--- src/rtl/mem_arbiter_if.sv ---
// Bundle of the instruction-cache, data-cache and main-memory ports of mem_arbiter.
// slave is the arbiter's view; master is the caches-plus-memory environment.
interface mem_arbiter_if #(
   parameter int ADDR_W = 6,
   parameter int DATA_W = 32
) ();

   logic              I_READ;
   logic [ADDR_W-1:0] I_ADDRESS;
   logic [DATA_W-1:0] I_READDATA;
   logic              I_BUSYWAIT;

   logic              D_READ;
   logic              D_WRITE;
   logic [ADDR_W-1:0] D_ADDRESS;
   logic [DATA_W-1:0] D_WRITEDATA;
   logic [DATA_W-1:0] D_READDATA;
   logic              D_BUSYWAIT;

   logic              M_READ;
   logic              M_WRITE;
   logic [ADDR_W-1:0] M_ADDRESS;
   logic [DATA_W-1:0] M_WRITEDATA;
   logic [DATA_W-1:0] M_READDATA;
   logic              M_BUSYWAIT;

   modport slave (
      input  I_READ, I_ADDRESS,
      output I_READDATA, I_BUSYWAIT,
      input  D_READ, D_WRITE, D_ADDRESS, D_WRITEDATA,
      output D_READDATA, D_BUSYWAIT,
      output M_READ, M_WRITE, M_ADDRESS, M_WRITEDATA,
      input  M_READDATA, M_BUSYWAIT
   );

   modport master (
      output I_READ, I_ADDRESS,
      input  I_READDATA, I_BUSYWAIT,
      output D_READ, D_WRITE, D_ADDRESS, D_WRITEDATA,
      input  D_READDATA, D_BUSYWAIT,
      input  M_READ, M_WRITE, M_ADDRESS, M_WRITEDATA,
      output M_READDATA, M_BUSYWAIT
   );

endinterface

--- src/rtl/mem_arbiter.sv ---
// Two-port (instruction/data) arbiter in front of a single shared main memory.
// Define MEM_ARB_RR_EN for round-robin on contention; default is fixed data-port priority.
//
// state  | meaning
// IDLE   | no access in flight; grants a pending request at the next edge
// I_ACC  | instruction read in flight on the memory port
// D_ACC  | data read or write in flight on the memory port
// I_DONE | one-cycle completion window, I_BUSYWAIT released
// D_DONE | one-cycle completion window, D_BUSYWAIT released
module mem_arbiter #(
   parameter int ADDR_W = 6,
   parameter int DATA_W = 32
) (
   input  logic          CLK,
   input  logic          RESETN,
   mem_arbiter_if.slave  bus
);

   typedef enum logic [2:0] {
      ST_IDLE   = 3'd0,
      ST_I_ACC  = 3'd1,
      ST_D_ACC  = 3'd2,
      ST_I_DONE = 3'd3,
      ST_D_DONE = 3'd4
   } state_t;

   state_t            state_q, state_d;
   logic [ADDR_W-1:0] addr_q, addr_d;
   logic [DATA_W-1:0] wdata_q, wdata_d;
   logic              wr_q, wr_d;
   logic              busy_seen_q, busy_seen_d;
   logic [DATA_W-1:0] i_rdata_q, i_rdata_d;
   logic [DATA_W-1:0] d_rdata_q, d_rdata_d;

   logic i_req;
   logic d_req;
   logic pick_d;
   logic done_hit;
   logic in_acc;

   assign i_req    = bus.I_READ;
   assign d_req    = bus.D_READ | bus.D_WRITE;
   assign in_acc   = (state_q == ST_I_ACC) || (state_q == ST_D_ACC);
   // Memory must have been seen busy at least once before a low busywait counts as done.
   assign done_hit = busy_seen_q & ~bus.M_BUSYWAIT;

`ifdef MEM_ARB_RR_EN
   logic last_d_q, last_d_d;

   assign pick_d = d_req & (~i_req | ~last_d_q);

   always_comb begin
      last_d_d = last_d_q;
      if ((state_q == ST_IDLE) && (i_req | d_req)) begin
         last_d_d = pick_d;
      end
   end

   always_ff @(posedge CLK or negedge RESETN) begin
      if (!RESETN) begin
         last_d_q <= 1'b0;
      end else begin
         last_d_q <= last_d_d;
      end
   end
`else
   assign pick_d = d_req;
`endif

   always_ff @(posedge CLK or negedge RESETN) begin
      if (!RESETN) begin
         state_q     <= ST_IDLE;
         addr_q      <= '0;
         wdata_q     <= '0;
         wr_q        <= 1'b0;
         busy_seen_q <= 1'b0;
         i_rdata_q   <= '0;
         d_rdata_q   <= '0;
      end else begin
         state_q     <= state_d;
         addr_q      <= addr_d;
         wdata_q     <= wdata_d;
         wr_q        <= wr_d;
         busy_seen_q <= busy_seen_d;
         i_rdata_q   <= i_rdata_d;
         d_rdata_q   <= d_rdata_d;
      end
   end

   always_comb begin
      state_d = state_q;
      case (state_q)
         ST_IDLE: begin
            if (i_req | d_req) begin
               state_d = pick_d ? ST_D_ACC : ST_I_ACC;
            end
         end
         ST_I_ACC: begin
            if (done_hit) begin
               state_d = ST_I_DONE;
            end
         end
         ST_D_ACC: begin
            if (done_hit) begin
               state_d = ST_D_DONE;
            end
         end
         ST_I_DONE: state_d = ST_IDLE;
         ST_D_DONE: state_d = ST_IDLE;
         default:   state_d = ST_IDLE;
      endcase
   end

   // Request fields are captured once at grant so requester changes mid-access are ignored.
   always_comb begin
      addr_d      = addr_q;
      wdata_d     = wdata_q;
      wr_d        = wr_q;
      busy_seen_d = busy_seen_q;
      i_rdata_d   = i_rdata_q;
      d_rdata_d   = d_rdata_q;
      case (state_q)
         ST_IDLE: begin
            if (i_req | d_req) begin
               addr_d      = pick_d ? bus.D_ADDRESS : bus.I_ADDRESS;
               wdata_d     = pick_d ? bus.D_WRITEDATA : '0;
               wr_d        = pick_d & bus.D_WRITE;
               busy_seen_d = 1'b0;
            end
         end
         ST_I_ACC, ST_D_ACC: begin
            if (done_hit) begin
               busy_seen_d = 1'b0;
               if (!wr_q) begin
                  if (state_q == ST_I_ACC) begin
                     i_rdata_d = bus.M_READDATA;
                  end else begin
                     d_rdata_d = bus.M_READDATA;
                  end
               end
            end else if (bus.M_BUSYWAIT) begin
               busy_seen_d = 1'b1;
            end
         end
         default: ;
      endcase
   end

   always_comb begin
      bus.M_READ      = 1'b0;
      bus.M_WRITE     = 1'b0;
      if (in_acc) begin
         bus.M_READ  = ~wr_q;
         bus.M_WRITE = wr_q;
      end
      bus.M_ADDRESS   = addr_q;
      bus.M_WRITEDATA = wdata_q;
      bus.I_READDATA  = i_rdata_q;
      bus.D_READDATA  = d_rdata_q;
      bus.I_BUSYWAIT  = i_req & (state_q != ST_I_DONE);
      bus.D_BUSYWAIT  = d_req & (state_q != ST_D_DONE);
   end

endmodule

--- src/flat_wrapper.sv ---
// flat-port wrapper written by rule: the top's interface ports become plain ports
module mem_arbiter_flat 
#(
   parameter int ADDR_W = 6,
   parameter int DATA_W = 32
)
  (CLK, RESETN, bus_I_READ, bus_I_ADDRESS, bus_I_READDATA, bus_I_BUSYWAIT, bus_D_READ, bus_D_WRITE, bus_D_ADDRESS, bus_D_WRITEDATA, bus_D_READDATA, bus_D_BUSYWAIT, bus_M_READ, bus_M_WRITE, bus_M_ADDRESS, bus_M_WRITEDATA, bus_M_READDATA, bus_M_BUSYWAIT);
  mem_arbiter_if #(.ADDR_W(ADDR_W), .DATA_W(DATA_W)) bus_i ();
  input  logic CLK;
  input  logic RESETN;
  input wire logic [$bits(bus_i.I_READ)-1:0] bus_I_READ;
  input wire logic [$bits(bus_i.I_ADDRESS)-1:0] bus_I_ADDRESS;
  output wire logic [$bits(bus_i.I_READDATA)-1:0] bus_I_READDATA;
  output wire logic [$bits(bus_i.I_BUSYWAIT)-1:0] bus_I_BUSYWAIT;
  input wire logic [$bits(bus_i.D_READ)-1:0] bus_D_READ;
  input wire logic [$bits(bus_i.D_WRITE)-1:0] bus_D_WRITE;
  input wire logic [$bits(bus_i.D_ADDRESS)-1:0] bus_D_ADDRESS;
  input wire logic [$bits(bus_i.D_WRITEDATA)-1:0] bus_D_WRITEDATA;
  output wire logic [$bits(bus_i.D_READDATA)-1:0] bus_D_READDATA;
  output wire logic [$bits(bus_i.D_BUSYWAIT)-1:0] bus_D_BUSYWAIT;
  output wire logic [$bits(bus_i.M_READ)-1:0] bus_M_READ;
  output wire logic [$bits(bus_i.M_WRITE)-1:0] bus_M_WRITE;
  output wire logic [$bits(bus_i.M_ADDRESS)-1:0] bus_M_ADDRESS;
  output wire logic [$bits(bus_i.M_WRITEDATA)-1:0] bus_M_WRITEDATA;
  input wire logic [$bits(bus_i.M_READDATA)-1:0] bus_M_READDATA;
  input wire logic [$bits(bus_i.M_BUSYWAIT)-1:0] bus_M_BUSYWAIT;
  assign bus_i.I_READ = bus_I_READ;
  assign bus_i.I_ADDRESS = bus_I_ADDRESS;
  assign bus_I_READDATA = bus_i.I_READDATA;
  assign bus_I_BUSYWAIT = bus_i.I_BUSYWAIT;
  assign bus_i.D_READ = bus_D_READ;
  assign bus_i.D_WRITE = bus_D_WRITE;
  assign bus_i.D_ADDRESS = bus_D_ADDRESS;
  assign bus_i.D_WRITEDATA = bus_D_WRITEDATA;
  assign bus_D_READDATA = bus_i.D_READDATA;
  assign bus_D_BUSYWAIT = bus_i.D_BUSYWAIT;
  assign bus_M_READ = bus_i.M_READ;
  assign bus_M_WRITE = bus_i.M_WRITE;
  assign bus_M_ADDRESS = bus_i.M_ADDRESS;
  assign bus_M_WRITEDATA = bus_i.M_WRITEDATA;
  assign bus_i.M_READDATA = bus_M_READDATA;
  assign bus_i.M_BUSYWAIT = bus_M_BUSYWAIT;
  mem_arbiter #(.ADDR_W(ADDR_W), .DATA_W(DATA_W)) u_core (.CLK(CLK), .RESETN(RESETN), .bus(bus_i));
endmodule
--- config.mk ---
export PLATFORM = sky130hd
export DESIGN_NAME = mem_arbiter_flat
export DESIGN_NICKNAME = d
export VERILOG_FILES = /design/src/rtl/mem_arbiter_if.sv /design/src/rtl/mem_arbiter.sv /design/src/flat_wrapper.sv
export SDC_FILE = /design/constraint.sdc
export NUM_CORES = 1
export LEC_CHECK = 0
export BUFFER_PORTS_ARGS = -buffer_cell sky130_fd_sc_hd__buf_2
export CAP_MARGIN = 20
export CORE_ASPECT_RATIO = 1.1
export CORE_MARGIN = 4
export CORE_UTILIZATION = 50
export CTS_CLUSTER_SIZE = 12
export DETAILED_ROUTE_END_ITERATION = 8
export GPL_TIMING_DRIVEN = 0
export PLACE_DENSITY = 0.85
export SKIP_CTS_REPAIR_TIMING = 1
export SLEW_MARGIN = 20
export SYNTH_ARGS = -nofsm -noshare
export SYNTH_HDL_FRONTEND = slang
export SYNTH_SLANG_ARGS = --single-unit
--- constraint.sdc ---
create_clock -name CLK -period 4.2 [get_ports CLK]
set_input_delay 0.21 -clock CLK [delete_from_list [all_inputs] [get_ports CLK]]
set_output_delay 0.21 -clock CLK [all_outputs]
set_load 0.005 [all_outputs]
# --- Yosys cells after proc, flatten, opt, wreduce, memory -nomap -nowiden ---
# Cells that the tools add are included.
classes:
  eq_ne: 8
  reduce_logical: 9
  n_bitwise: 9
  magnitude_cmp: 0
  n_mul: 0
  n_shift: 0
  addsub: 0
  n_mux: 13
  div: 0
ops:
  columns: ["operator", "n"]
  rows:
  - ["$mux 32", 1]
  - ["$mux 3", 3]
  - ["$pmux 3 s3", 1]
  - ["$reduce_and 4->1", 2]
  - ["$mux 6", 1]
  - ["$ne 2x1->1 const B", 3]
  - ["$ne 3x2->1 const B", 2]
  - ["$reduce_and 3->1", 2]
  - ["$mux 1", 5]
  - ["$and 1x1->1", 4]
  - ["$eq 3x1->1 const B", 1]
  - ["$eq 3x2->1 const B", 1]
  - ["$logic_not 3->1", 1]
  - ["$ne 3x3->1 const B", 1]
  - ["$not 1->1", 3]
  - ["$mux 2", 1]
  - ["$or 1x1->1", 2]
  - ["$pmux 1 s2", 1]
  - ["$reduce_and 2->1", 1]
  - ["$reduce_bool 2->1", 1]
  - ["$reduce_or 2->1", 1]
  - ["$logic_or 1x1->1", 1]
word_totals:
  mem_bits_rw: 0
  mem_count: 0
  inputBits: 82
  latchBits: 0
  mem_bits_ro: 0
  ff_bits: 107
  wordCells: 46
  out_inout_bits: 106

# --- Depth between registers and ports, before layout ---
# Gate-level depths: netlist of the first run.
logic_depth:
  ltp_word: 4
  ltp_mapped: 5
  depth_no_buf: 3

# --- Worst setup path before layout of the first run ---
# Ideal clock, no wire load.
synth_path:
  kind: "reg2reg"
  from: "reg u_core.state_q[2]"
  to: "reg u_core.wdata_q[10] (netlist: u_core.bus.M_WRITEDATA[10])"
  period_less_slack_ps: 1628
  t_arrival_ps: 1507
  path_stages_with_launch: 6
  t_required_ps: 4079
  setup_ps: 121
  setup_slack_ps: 2572
  path_cell_list: "dfrtp_1 -> buf_6 -> or4_4 -> buf_6 -> buf_6 -> a22o_1"
synth_between:
  elab_chain_len: 2
synth_rtl:
  columns: ["item", "line", "rtl"]
  rows:
  - ["from (decl)", "mem_arbiter.sv:27", "state_t state_q, state_d;"]
  - ["from (signal assigned)", "mem_arbiter.sv:80", "state_q <= state_d;"]
  - ["$logic_not 3->1", "mem_arbiter.sv:122", "case (state_q)"]
  - ["$reduce_and 2->1 (no line)", null, null]
  - ["to (signal assigned)", "mem_arbiter.sv:82", "wdata_q <= wdata_d;"]
  - ["to (decl)", "mem_arbiter.sv:29", "logic [DATA_W-1:0] wdata_q, wdata_d;"]
# No other way between the ends.
# A chain may end at the register's enable or synchronous reset.

# --- Worst setup path in the final report of the first run ---
layout_path:
  from: "reg u_core.state_q[0]"
  to: "reg u_core.wdata_q[10] (netlist: u_core.bus.M_WRITEDATA[10])"
# The elaborated chain is that of the path after synthesis.

==> metrics, run 1 <==
commonest non-fill, non-tap cells in the layout buf_2, dfrtp_1, mux2_2; FF-to-FF path depth 4; Netlist cell types 24; nets@finish ~540; Synth Register Bits between 100 and 150; Area after DPL 0.00520 mm^2; Routed WL 9130 um; clk slew on worst S/H paths ~0.1 ns; antenna violations before repair 0; hold wc startpoint bus_D_WRITEDATA[19]; Die Wd 94.3 um; slew of the pin with the lowest slew margin 0.596 ns; crit path cell chain buf_4, nor4_2, clkbuf_1, a22o_1; DR vias/cell 5.06; CTS sink count 107; largest cells by area after synthesis dfrtp_1, mux2_2, a22o_1; hold path cells 2; hold_ws roughly 0.06 ns; final instance area between 0.005 and 0.006 mm^2; Crit. Startpoint u_core.state_q[0]; sequential cell area fraction in the yosys report between 60% and 70%; CP top delay family buffers and inverters; Starting Density between 50% and 60%; setup TNS 0 ns; r2r endpoint u_core.bus.M_WRITEDATA[10]; Slew Viols, Final 0; global route overflow 0; cell taking the most area after synthesis dfrtp_1; CP max stage cell nor4_2; Vias 2895; r2r setup slk around 2.4 ns; status finished clean; row count 34; Hold Path End u_core.bus.M_WRITEDATA[19]; commonest non-fill, non-tap cell in the layout buf_2; drt wl/cell between 15 and 20 um; Syn Inst Count 260; core area between 0.007 and 0.008 mm^2; layout cell share with drive strength beyond 1 between 60% and 70%; vias in the first global route a little over 3000; RR Startpoint u_core.state_q[0]; min Tclk post-route roughly 1.8 ns; placed insts roughly 560; Area growth, synth to finish 32.9%; CTS max path bufs 2; fillcell total approximately 610; clock skew 0.0152 ns; startpoint types flip-flop; CTS Buf Count 9; Synth top area share between 60 and 70%; RSZ-0062 raised after global routing no; headroom to the max-slew limit roughly three fifths; RePlAce Congestion 0.790; drt initial violations 40; max_cap viols 0; number of routed nets with antenna violations 0; fmax approximately 560 MHz; chip height around 100 um; clock tree root buffer cell clkbuf_8; H-tree levels 3; Die Area a little under 0.01 mm^2; IO Pins 188; Worst Path Max Fanout 10; worst path arrival time a little over 2 ns; syn_nets 342; largest net degree at the start of global routing 60; final hold violations 0; first-pass GRT wire length ~14000 um; P_leak around 0.003 uW; Pre-antenna DRT Iters 3; Cell Area, Synth 0.00409 mm^2; power density cells 650 mW/mm^2; number of port buffers 187; WP data required roughly 4.5 ns; ANT cells 0; period utilisation layout 42.4%; Clk Latency, worst-skew pair ~0.35 ns; Final setup viols 0; Critical Path Sink Type flip-flop; Worst path max stage delay between 0.5 and 0.6 ns; Yosys Warn Count 0; CTS tree built; DRC viols 0; worst path bufs/invs 2; Post-Syn Area per Cell ~16 um^2; HP Class in -> reg; total track usage between 10% and 20%; Seq. cell area 0.00268 mm^2; IR drop worst, VDD about 0.34 mV; final std cells w/o fill 572; crit path kind reg -> reg; half-perimeter wire length after placement 7140 um; multi-input logic area about 0.0013 mm^2
## how the worst max path moves through the flow
stage	end	slack [ns]	depth (start not counted)
4_1_cts	u_core.bus.M_WRITEDATA[10]	2.38	4
2_1_floorplan	u_core.bus.M_WRITEDATA[10]	2.57	5
6_report	u_core.bus.M_WRITEDATA[10]	2.42	4
3_5_place_dp	u_core.bus.M_WRITEDATA[10]	2.43	4
5_1_grt	u_core.bus.D_READDATA[22]	2.26	4
3_3_place_gp	u_core.bus.D_READDATA[1]	1.88	1
## flip-flops by register name, summed over array words and instances, names as in the netlist
register / count
u_core.bus.I_READDATA: 32
u_core.bus.M_ADDRESS: 6
u_core.wr_q: 1
u_core.bus.M_WRITEDATA: 32
u_core.bus.D_READDATA: 32
u_core.state_q: 3
u_core.busy_seen_q: 1
## logic make-up (layout without fill, tap and decap cells)
family	after synthesis	in the layout	synth area share, %
buf+inv	18	222	2.51
flops	107	107	65.4
xor+xnor	1	1	0.214
simple gates	18	18	2.54
mux	78	78	21.5
compound gates	38	38	7.83
## metrics by stage
stage | worst slack [ns] | utilization [%] | total power (uW)
global route | 2.26 | 68.3 | 3760
global placement | 1.88 | 64.9 | 2790
CTS | 2.38 | 68.2 | 3580
floorplan | 2.57 | - | 2260
finish | 2.42 | 68.3 | 3530
detailed placement | 2.43 | 65.3 | 2860
## area by class of cell
type / count / area share [%]
sequential: 107 / 49.3
multi-input combinational: 135 / 24.1
timing repair buffer: 189 / 18.0
tap: 108 / 2.49
clock buffer: 10 / 2.35
clock inverter: 5 / 1.89
buffer: 16 / 1.75
inverter: 2 / 0.138
## metal layers
layer	share of wire, %	GRT usage (%)	up-vias
met2	53	33.5	101
li1	-	-	1353
met3	6.7	5.33	13
met5	0	0	-
met1	39	21.8	1428
met4	1.7	7.33	0
## power by group
part           switching [uW]  internal (uW)
clock network             318            392
logic                     511            694
registers                 196           1420
total                    1030           2510
## cell usage after synthesis
| cell | n |
|---|---|
| a21oi_1 | 2 |
| nor2b_1 | 1 |
| a32oi_1 | 1 |
| nor4_2 | 1 |
| buf_4 | 1 |
| clkbuf_1 | 5 |
| xor2_1 | 1 |
| a211oi_1 | 1 |
| buf_6 | 3 |
| and3_1 | 2 |
| a21o_1 | 1 |
| inv_1 | 2 |
| buf_2 | 7 |
| nand3_1 | 3 |
| nor3_1 | 2 |
| dfrtp_1 | 107 |
| nand2_1 | 2 |
| nor3b_1 | 1 |
| or4_4 | 1 |
| mux2_2 | 78 |
| a31oi_1 | 1 |
| nor2_2 | 1 |
| a22o_1 | 32 |
| nor2_1 | 4 |
No activity file was read; power rests on OpenSTA's default activity.
==> run 2: changes to the inputs <==
CORE_UTILIZATION = 42   (was 50)
PLACE_DENSITY = 0.76   (was 0.85)
clock period = 1.5 ns   (was 4.2 ns; I/O delays follow)
==> run 2 against run 1 <==
Compared with the run above: the run now ends with setup timing left; design area grew 15%; total power grew to 3.0 times the previous value; worst setup slack lost 2.6 ns; first-iteration DRC count grew to 2.6 times the previous value; flip-flop and latch count is the same; critical endpoint is now u_core.bus.M_WRITEDATA[8]; clock-buffer cell count grew 1; clock power grew to 3.0 times the previous value; largest cell class unchanged; global-route usage shrank 1.8 points; hold slack lost 0.037 ns; core utilization shrank 2.2 points; non-clock buffer count grew 69.
==> metrics, run 2 (synthesized netlist as in run 1, its figures left out) <==
nets@finish approximately 610; ANT cells 0; power density cells approximately 1700 mW/mm^2; Vias approximately 3300; min Tclk post-route 1.70 ns; clock skew 0.0125 ns; status complete, but fails checks; crit path kind reg -> reg; core area approximately 0.0094 mm^2; crit path cell chain buf_6, or4_4, buf_8, buf_8, a22o_1; IO Pins between 150 and 200; DR vias/cell between 5 and 6; Routed WL between 10000 and 15000 um; CTS tree built; number of port buffers around 190; setup TNS -6.32 ns; Slew Viols, Final 0; CP top delay family simple AND/OR/NAND/NOR gates; CTS max path bufs 2; startpoint types flip-flop; DRC viols 0; r2r endpoint u_core.bus.M_WRITEDATA[8]; final hold violations 0; CP Depth 5; headroom to the max-slew limit a little under two thirds; row count 37; Die Area roughly 0.011 mm^2; CP dominant cell by count buf_8; Setup WS post-layout -0.195 ns; CP Capture Point u_core.bus.M_WRITEDATA[8]; clk slew on worst S/H paths about 0.090 ns; failing checks setup timing; antenna violations before repair 0; HP Class in -> reg; IR drop worst, VDD between 0.9 and 1 mV; largest net degree at the start of global routing 62; Critical Path Sink Type flip-flop; RR Startpoint u_core.state_q[2]; slew of the pin with the lowest slew margin approximately 0.55 ns; RSZ-0062 raised after global routing yes; global route overflow 0; H-tree levels 3; r2r setup slk -0.20 ns; vias in the first global route 3100; WP data required between 1.5 and 2 ns; Clk Latency, worst-skew pair between 0.3 and 0.4 ns; Die Wd 102 um; Starting Density ~43%; fmax about 600 MHz; chip height ~110 um; drt wl/cell 17.0 um; period utilisation layout 113%; RePlAce Congestion around 0.7; clock tree root buffer cell clkbuf_8; Pre-antenna DRT Iters 4; worst path arrival time 1.95 ns; FF-to-FF path depth 5; Crit. Startpoint u_core.state_q[2]; Tot Pwr between 10000 and 15000 uW; commonest non-fill, non-tap cell in the layout buf_2; Final setup viols between 70 and 80; number of routed nets with antenna violations 0; CTS Buf Count 9; CTS sink count roughly 110; worst path bufs/invs 3; commonest non-fill, non-tap cells in the layout buf_2, dfrtp_1, mux2_2; first-pass GRT wire length between 15000 and 20000 um; P_leak 0.00328 uW; drt initial violations 104; total track usage about 17%; CP max stage cell or4_4; max_cap viols 0; Worst Path Max Fanout 10; Worst path max stage delay 0.55 ns; layout cell share with drive strength beyond 1 57.6%; Area growth, synth to finish 52.7%; half-perimeter wire length after placement roughly 7200 um
## run 2: through the flow
stage,std cells,instance area [um^2],hold WS [ns],setup WS [ns],util [%]
after global placement,564,5180,0.292,-0.759,54.9
after floorplan,260,4100,-0.221,-0.0902,-
final,650,6250,0.0249,-0.195,66.1
after CTS,580,5470,-0.369,-0.220,57.9
after global routing,650,6250,0.00365,-0.226,66.1
after detailed placement,565,5220,0.0448,-0.226,55.3
## run 2: area by class of cell
class                   instances  area [um^2]
fillers                       697         3200
flip-flops and latches        107         2680
repair buffers                258         1670
multi-input cells             135         1350
clock buffers                  11          151
plain buffers                  16          149
well taps                     117          146
clock inverters                 4         97.6
inverters                       2         7.51
## run 2: worst min path at each step
stage | from | to | slack [ns] | cells after the start
final | bus_I_READ | u_core.state_q[0] | 0.02 | 3
after global routing | bus_M_BUSYWAIT | u_core.busy_seen_q | 0.004 | 3
after CTS | RESETN | u_core.bus.D_READDATA[30] | -0.37 | 1
after global placement | bus_D_WRITEDATA[9] | u_core.bus.M_WRITEDATA[9] | 0.29 | 2
after floorplan | RESETN | u_core.bus.D_READDATA[0] | -0.22 | 0
after detailed placement | RESETN | u_core.bus.I_READDATA[8] | 0.04 | 1
## run 2: report_power, final
| part | internal, uW | switching, uW | total (uW) |
|---|---|---|---|
| Clock | 1190 | 941 | 2130 |
| Combinational | 2220 | 1580 | 3810 |
| Sequential | 3980 | 587 | 4560 |
## run 2: tightest hold or removal path: cells and delay by family
family                 cells  cell delay (ns)
AOI/OAI and AO/OA          1             0.12
buffers and inverters      1             0.11
and+or+nand+nor            1             0.05
## run 2: routing by layer
layer	up-vias	track usage [%]	routed length (um)
li1	1482	-	-
met1	1647	20.5	4090
met2	133	29.2	5940
met3	35	3.20	593
met4	0	8.40	427
met5	-	0	0
==> run 3: changes to the inputs <==
CORE_UTILIZATION = 44   (was 42)
CTS_BUF_LIST = sky130_fd_sc_hd__clkbuf_4   (was unset)
PLACE_DENSITY = 0.79   (was 0.76)
==> run 3 against run 2 <==
Compared with the run above: the run still ends with setup timing left; sequential power barely moved; clock power fell by 42%; non-clock buffer count rose by 19; core utilization rose by 4.3 points; flip-flop and latch count did not move; global-route usage rose by 0.072 points; critical path depth did not move; clock-buffer cell count fell by 1; highest routed layer unchanged.
==> metrics, run 3 (synthesized netlist as in run 1, its figures left out) <==
status complete, but fails checks; failing checks setup timing; fmax about 590 MHz; first-pass GRT wire length about 15000 um; DR vias/cell 4.94; commonest non-fill, non-tap cells in the layout buf_2, dfrtp_1, dlygate4sd3_1; WP data required between 1.5 and 2 ns; number of port buffers 187; hold_ws 0.0207 ns; drt wl/cell between 15 and 20 um; clock skew 0.0152 ns; power density cells approximately 1500 mW/mm^2; IR drop worst, VDD between 0.9 and 1 mV; nets@finish 630; antenna violations before repair 0; Critical Path Sink Type flip-flop; half-perimeter wire length after placement 7300 um; ANT cells 0; CTS Buf Count 9; clock tree root buffer cell clkbuf_4; RePlAce Congestion around 0.76; Slew Viols, Final 0; headroom to the max-slew limit between 60% and 70%; Tot Pwr between 9000 and 10000 uW; Worst path max stage delay 0.53 ns; period utilisation layout 112%; CTS tree built; setup TNS -7.58 ns; H-tree levels 3; crit path kind reg -> reg; worst path arrival time approximately 2.0 ns; Final setup viols 74; crit path cell chain buf_6, or4_4, buf_4, buf_8, a22o_1; Pre-antenna DRT Iters 4; row count 36; HP Class in -> reg; startpoint types flip-flop; total track usage between 15 and 20%; final hold violations 0; final core utilization 70.5%; global route overflow 0; Worst Path Max Fanout 10; number of routed nets with antenna violations 0; Starting Density 45.6%; worst path bufs/invs 3; chip height 109 um; drt initial violations 82; Area after DPL 0.00522 mm^2; min Tclk post-route 1.69 ns; Vias around 3300; IO Pins ~190; Die Area between 0.01 and 0.015 mm^2; P_leak approximately 0.0033 uW; Routed WL ~11000 um; CTS sink count between 100 and 150; commonest non-fill, non-tap cell in the layout buf_2; Die Wd approximately 100 um; CP top delay family simple AND/OR/NAND/NOR gates; vias in the first global route slightly above 3000; Setup WS post-layout -0.186 ns; CTS max path bufs 2; Area growth, synth to finish 54.4%; clk slew on worst S/H paths around 0.14 ns; max_cap viols 0; core area 0.00896 mm^2; Clk Latency, worst-skew pair between 0.4 and 0.5 ns; CP max stage cell or4_4; DRC viols 0; slew of the pin with the lowest slew margin ~0.54 ns; largest net degree at the start of global routing 57; final instance area 0.00632 mm^2; RSZ-0062 raised after global routing yes; layout cell share with drive strength beyond 1 56.6%
==> run 3: stage by stage <==
stage | std cells | setup WS (ns)
6_report | 667 | -0.186
5_1_grt | 667 | -0.225
4_1_cts | 578 | -0.289
3_5_place_dp | 562 | -0.265
3_3_place_gp | 561 | -0.709
2_1_floorplan | 260 | -0.0902
==> run 3: per-layer routing <==
layer | part of all wire [%] | GRT usage, % | wire [um] | up-vias
met5 | 0 | 0 | 0 | -
met4 | 2.3 | 8.49 | 259 | 0
met3 | 5.8 | 4.54 | 655 | 21
met2 | 56 | 29.2 | 6310 | 117
met1 | 36 | 20.2 | 4010 | 1642
li1 | - | - | - | 1518
==> run 3: worst min-delay path, delay by kind of cell <==
family	cells	cell delay [ns]
buffers and inverters	1	0.07
muxes	2	0.28
==> run 3: final timing paths <==
path	startpoint	slack (ns)	to	cells after the start
worst max-delay path	u_core.state_q[0]	-0.19	u_core.bus.M_WRITEDATA[21]	5
worst min-delay path	bus_D_ADDRESS[2]	0.02	u_core.bus.M_ADDRESS[2]	3
worst max register to register	u_core.state_q[0]	-0.19	u_core.bus.M_WRITEDATA[21]	5
worst min register to register	u_core.bus.D_READDATA[6]	0.52	u_core.bus.D_READDATA[6]	1
max in group asynchronous	RESETN	0.73	u_core.wr_q	3
min in group asynchronous	RESETN	0.13	u_core.bus.I_READDATA[14]	2
==> run 3: power breakdown <==
part	internal, uW	total [uW]	switching [uW]
Sequential	3970	4550	575
Combinational	2260	3860	1590
Clock	345	1230	881
Total	6580	9630	3050
==> run 3: area by class of cell <==
class / instances / area (um^2)
plain buffers: 16 / 164
fillers: 624 / 2650
flip-flops and latches: 107 / 2680
multi-input cells: 135 / 1360
repair buffers: 277 / 1850
clock inverters: 6 / 32.5
clock buffers: 10 / 75.1
well taps: 114 / 143
inverters: 2 / 7.51
